### config.mk
export PLATFORM = sky130hd
export DESIGN_NAME = regfile_bus_master
export DESIGN_NICKNAME = d
export VERILOG_FILES = /design/src/rtl/regfile_bus_master.sv
export SDC_FILE = /design/constraint.sdc
export NUM_CORES = 1
export LEC_CHECK = 0
export BUFFER_PORTS_ARGS = -buffer_cell sky130_fd_sc_hd__buf_4
export CORE_MARGIN = 5
export CORE_UTILIZATION = 50
export DETAILED_ROUTE_END_ITERATION = 10
export PLACE_DENSITY = 0.73
export SLEW_MARGIN = 25
export SYNTH_ARGS = -nofsm -noshare
export SYNTH_HDL_FRONTEND = slang
export SYNTH_SLANG_ARGS = --single-unit
### constraint.sdc
create_clock -name clk -period 4.6 [get_ports clk]
set_input_delay 0.23 -clock clk [delete_from_list [all_inputs] [get_ports clk]]
set_output_delay 0.23 -clock clk [all_outputs]
set_load 0.01 [all_outputs]
### src/rtl/regfile_bus_master.sv
// Initiator for the register-file bus: turns one READ/WRITE/MOVE/SWAP request
// into the two-cycle read / one-cycle write sequences the slave expects and
// returns a one-cycle response carrying the result data.
module regfile_bus_master #(
  parameter int ADDR_W = 2,
  parameter int DATA_W = 8
) (
  input  logic              clk,
  input  logic              rst_n,
  input  logic              req_valid,
  output logic              req_ready,
  input  logic [1:0]        req_op,
  input  logic [ADDR_W-1:0] req_rd,
  input  logic [ADDR_W-1:0] req_rs,
  input  logic [DATA_W-1:0] req_imm,
  output logic              rsp_valid,
  output logic [DATA_W-1:0] rsp_data,
  output logic              busy,
  output logic              register_enable,
  output logic              read_write,
  output logic [ADDR_W-1:0] register_select,
  output logic [DATA_W-1:0] bus_wdata,
  input  logic [DATA_W-1:0] bus_rdata
);

  typedef enum logic [1:0] {OP_READ, OP_WRITE, OP_MOVE, OP_SWAP} op_t;
  typedef enum logic [2:0] {IDLE, RA_ISSUE, RA_CAP, RB_ISSUE, RB_CAP, WR_A, WR_B} state_t;

  state_t              state, state_n;
  op_t                 op_q, op_e;
  logic [ADDR_W-1:0]   rd_q, rs_q, rd_e, rs_e;
  logic [DATA_W-1:0]   imm_q, imm_e;
  logic [DATA_W-1:0]   a_q, b_q, a_n, b_n;
  logic                accept;
  logic                en_n, rw_n, rsp_valid_n;
  logic [ADDR_W-1:0]   sel_n;
  logic [DATA_W-1:0]   wdata_n, rsp_data_n;

  assign accept = req_valid & req_ready;
  assign busy   = (state != IDLE);

  // Next state plus next-cycle bus/response values; bus outputs are decoded
  // from the next state and registered so they line up with that state.
  always_comb begin
    // In IDLE the request fields are latched on the same edge, so decode them directly.
    op_e  = op_q;
    rd_e  = rd_q;
    rs_e  = rs_q;
    imm_e = imm_q;
    if (state == IDLE) begin
      op_e  = op_t'(req_op);
      rd_e  = req_rd;
      rs_e  = req_rs;
      imm_e = req_imm;
    end
    // Captured operands become visible combinationally on the capture edge.
    a_n = (state == RA_CAP) ? bus_rdata : a_q;
    b_n = (state == RB_CAP) ? bus_rdata : b_q;

    state_n = state;
    case (state)
      IDLE:     if (accept) state_n = (op_e == OP_WRITE) ? WR_A : RA_ISSUE;
      RA_ISSUE: state_n = RA_CAP;
      RA_CAP: begin
        case (op_e)
          OP_READ: state_n = IDLE;
          OP_MOVE: state_n = WR_A;
          default: state_n = RB_ISSUE;
        endcase
      end
      RB_ISSUE: state_n = RB_CAP;
      RB_CAP:   state_n = WR_A;
      WR_A:     state_n = (op_e == OP_SWAP) ? WR_B : IDLE;
      WR_B:     state_n = IDLE;
      default:  state_n = IDLE;
    endcase

    en_n    = 1'b0;
    rw_n    = 1'b0;
    sel_n   = '0;
    wdata_n = '0;
    case (state_n)
      RA_ISSUE: begin en_n = 1'b1; rw_n = 1'b1; sel_n = rs_e; end
      RA_CAP:   begin rw_n = 1'b1; sel_n = rs_e; end
      RB_ISSUE: begin en_n = 1'b1; rw_n = 1'b1; sel_n = rd_e; end
      RB_CAP:   begin rw_n = 1'b1; sel_n = rd_e; end
      WR_A: begin
        en_n    = 1'b1;
        sel_n   = rd_e;
        wdata_n = (op_e == OP_WRITE) ? imm_e : a_n;
      end
      WR_B: begin en_n = 1'b1; sel_n = rs_e; wdata_n = b_n; end
      default: ;
    endcase

    rsp_valid_n = (state != IDLE) && (state_n == IDLE);
    rsp_data_n  = rsp_data;
    if (rsp_valid_n) begin
      case (op_e)
        OP_WRITE: rsp_data_n = imm_e;
        OP_SWAP:  rsp_data_n = b_n;
        default:  rsp_data_n = a_n;
      endcase
    end
  end

  // State, latched request, captured operands and all registered outputs.
  always_ff @(posedge clk or negedge rst_n) begin
    if (!rst_n) begin
      state           <= IDLE;
      req_ready       <= 1'b0;
      op_q            <= OP_READ;
      rd_q            <= '0;
      rs_q            <= '0;
      imm_q           <= '0;
      a_q             <= '0;
      b_q             <= '0;
      register_enable <= 1'b0;
      read_write      <= 1'b0;
      register_select <= '0;
      bus_wdata       <= '0;
      rsp_valid       <= 1'b0;
      rsp_data        <= '0;
    end else begin
      state           <= state_n;
      req_ready       <= (state_n == IDLE);
      if (accept) begin
        op_q  <= op_e;
        rd_q  <= rd_e;
        rs_q  <= rs_e;
        imm_q <= imm_e;
      end
      a_q             <= a_n;
      b_q             <= b_n;
      register_enable <= en_n;
      read_write      <= rw_n;
      register_select <= sel_n;
      bus_wdata       <= wdata_n;
      rsp_valid       <= rsp_valid_n;
      rsp_data        <= rsp_data_n;
    end
  end

endmodule
==> flow_metrics.env <==
export IMPL_status="finished clean"
export IMPL_fin_util_pct=61.0
export IMPL_swShare_pct=39.7
export IMPL_async_reset_ff_share_pct=100
export IMPL_slew_limit_headroom_pct=42.6
export IMPL_place_congestion=0.918
export IMPL_pwr_share_comb_pct=50.4
export IMPL_syn_inst=229
export IMPL_dp_hpwl_microns=3870
export IMPL_antenna_found_initial=0
export IMPL_ys_flop_type="dfrtp_1"
export IMPL_grt_pass1_wl_microns=9240
export IMPL_cellLeakagePower_nw=1.39
export IMPL_whs_ps=143
export IMPL_min_period_ps=2640
export IMPL_root_buffer="clkbuf_8"
export IMPL_fmax_mhz=379
export IMPL_period_share_pct=57.4
export IMPL_cts_tree="built"
export IMPL_die_area_sq_um=6800
export IMPL_coreArea_sq_um=5110
export IMPL_vias=1871
export IMPL_crit_arrival_ps=2850
export IMPL_yosysWarnings=0
export IMPL_diodes=0
export IMPL_worstPathCellList="nor2b_1 -> nor2b_1 -> mux2_2 -> or2_1 -> a32o_1"
export IMPL_rsz0062_at_grt="false"
export IMPL_worstMarginPinSlew_ps=838
export IMPL_peakVddDrop_v=0.000428
export IMPL_fp_row_count=26
export IMPL_p_total_mw=2.26
export IMPL_hold_viol=0
export IMPL_critPathMostFrequentCell="nor2b_1"
export IMPL_clk_latency_ps=310
export IMPL_netlist_area_sq_um=2630
export IMPL_cts_buffer_depth=2
export IMPL_drv_slew=0
export IMPL_area_growth_pct=18.5
export IMPL_firstDrtPassIters=4
export IMPL_p_clk_share_pct=12.2
export IMPL_clkSinkCount=55
export IMPL_grt_usage_pct=18.2
export IMPL_yosysTopAreaCell="dfrtp_1"
export IMPL_syn_avg_cell_area_sq_um=11.5
export IMPL_synth_edff_count=0
export IMPL_ys_types=40
export IMPL_start_kind="flip-flop"
export IMPL_final_nets=298
export IMPL_worst_hold_path_type="in2reg"
export IMPL_syn_num_nets=254
export IMPL_cp_max_fo=9
export IMPL_fin_setup_tns_ps=0
export IMPL_drv_cap=0
export IMPL_path_clk_slew_ps=100
export IMPL_boundaryPins=48
export IMPL_ctsResizeCount=0
export IMPL_drcViolationCount=0
export IMPL_die_x_microns=82.5
export IMPL_io_buffers=47
export IMPL_skew_ps=6.52
export IMPL_placed_area_sq_um=3010
export IMPL_ys_seq_elements=55
export IMPL_seq_power_share_pct=37.4
export IMPL_overflow=0
export IMPL_powerDensity_nw_per_um2=726
export IMPL_ant_nets=0
export IMPL_cp_end_kind="flip-flop"
export IMPL_synth_area_top_cells="dfrtp_1, mux2_2, mux2i_1"
export IMPL_synth_sequential_area_ratio_pct=52.4
export IMPL_slowest_stage="nor2b_1"
export IMPL_initial_core_util_pct=51.4
export IMPL_finalSetupViolations=0
export IMPL_routed_wl_microns=5640
export IMPL_cts_max_level=2
export IMPL_cp_required_ps=4810
export IMPL_cpPeakStageDelay_ps=740
export IMPL_yosysTopAreaCellShare_pct=52.4
export IMPL_power_switching_uw=896
export IMPL_grt_pass1_vias=1897
export IMPL_drive_above_1_share_pct=32.8
export IMPL_p_int_mw=1.36
export IMPL_post_cts_buffers=0
export IMPL_die_h_microns=82.5
export IMPL_drtIter0Drc=98
export IMPL_cts_made_buffers=5
export IMPL_grt_max_degree=56
export IMPL_path_class="reg2reg"
export IMPL_stdcell_area_sq_um=3110
export IMPL_vias_per_cell=5.44
export IMPL_routedWlPerCell_microns=16.4
==> cells by family (layout without fill, tap and decap cells) <==
group | count (synthesis) | in the layout | synth area share, %
AO/OA/AOI/OAI | 43 | 43 | 12.1
XOR/XNOR | 1 | 1 | 0.333
buffers and inverters | 17 | 62 | 3.62
flip-flops | 55 | 55 | 52.4
multiplexers | 47 | 47 | 19.7
AND/OR/NAND/NOR | 66 | 66 | 11.8
==> placed cells by master (no fill, tap or decap), types with 3 or more instances in the layout <==
cell type / count
dfrtp_1: 55
a21o_1: 4
a31oi_1: 8
mux2_2: 25
or2_0: 6
inv_1: 3
a32o_1: 8
o211ai_1: 8
buf_4: 49
o21ai_0: 4
mux2_1: 6
a21oi_1: 3
nand2_1: 32
nor2b_1: 3
clkbuf_8: 5
nor2_1: 10
mux2i_1: 14
==> cell type report <==
type	instances	area [sq um]
clock inverter	3	23.8
tap	70	87.6
sequential	55	1380
multi-input combinational	157	1160
timing repair buffer	50	378
fill	437	1990
inverter	4	15.0
clock buffer	5	68.8
==> synthesized netlist by cell type (2+ instances only) <==
library cell	number
o21ai_0	4
nor2_1	11
nand2_1	32
or2_0	6
buf_2	4
inv_1	3
a22oi_1	2
o211ai_1	8
mux2_1	6
clkbuf_1	5
a31oi_1	8
or2_1	2
a32o_1	8
o221ai_1	2
mux2_2	25
dfrtp_1	55
nand3b_1	2
a21o_1	4
a21oi_1	3
nor2b_1	3
nor3_1	2
buf_6	3
mux2i_1	14
==> sequential cells by signal, indices dropped and copies added (netlist names), 2 cells and up <==
signal	cells
rs_q	2
op_q	2
b_q	8
register_select	2
a_q	8
imm_q	8
rsp_data	8
state	3
rd_q	2
bus_wdata	8
==> stage by stage <==
step / setup slack, ps / instances
floorplan: 2610 / 229
global placement: 1930 / 335
detailed placement: 2010 / 335
CTS: 1970 / 344
global route: 1810 / 344
finish: 1960 / 344
==> critical path: cells and delay by family (launching register included) <==
family / cells / cell delay (ps)
AO/OA/AOI/OAI: 1 / 240
flip-flops: 1 / 540
multiplexers: 1 / 430
AND/OR/NAND/NOR: 3 / 1330
==> path summary, 6_finish.rpt <==
| check | endpoint | slack (ps) | startpoint | cells after the start |
|---|---|---|---|---|
| max | bus_wdata[1] | 1960 | state[1] | 5 |
| min | imm_q[2] | 140 | req_imm[2] | 2 |
| max reg2reg | bus_wdata[1] | 1960 | state[1] | 5 |
| min reg2reg | imm_q[2] | 490 | imm_q[2] | 1 |
| max in group asynchronous | op_q[0] | 3650 | rst_n | 2 |
| min in group asynchronous | b_q[0] | 500 | rst_n | 2 |
==> layer usage <==
| metal | wire length, microns | share of wire (%) | GRT usage, % |
|---|---|---|---|
| met4 | 93 | 1.6 | 6.54 |
| met2 | 2650 | 47 | 29.5 |
| met3 | 280 | 5.0 | 3.47 |
| met5 | 0 | 0 | 0 |
| met1 | 2610 | 46 | 24.4 |
==> power groups by stage <==
stage / clock [mW] / combinational [mW] / sequential [mW]
floorplan: 0 / 0.840 / 0.831
global route: 0.303 / 1.27 / 0.873
finish: 0.277 / 1.14 / 0.845
detailed placement: 0 / 1.14 / 0.854
CTS: 0.283 / 1.15 / 0.844
global placement: 0 / 1.13 / 0.846
==> repair_timing <==
item	in CTS	in global routing
hold buffers	1	0
endpoints found under the hold margin	55	0
setup endpoints to repair	0	0
(Power assumes the default switching activity.)
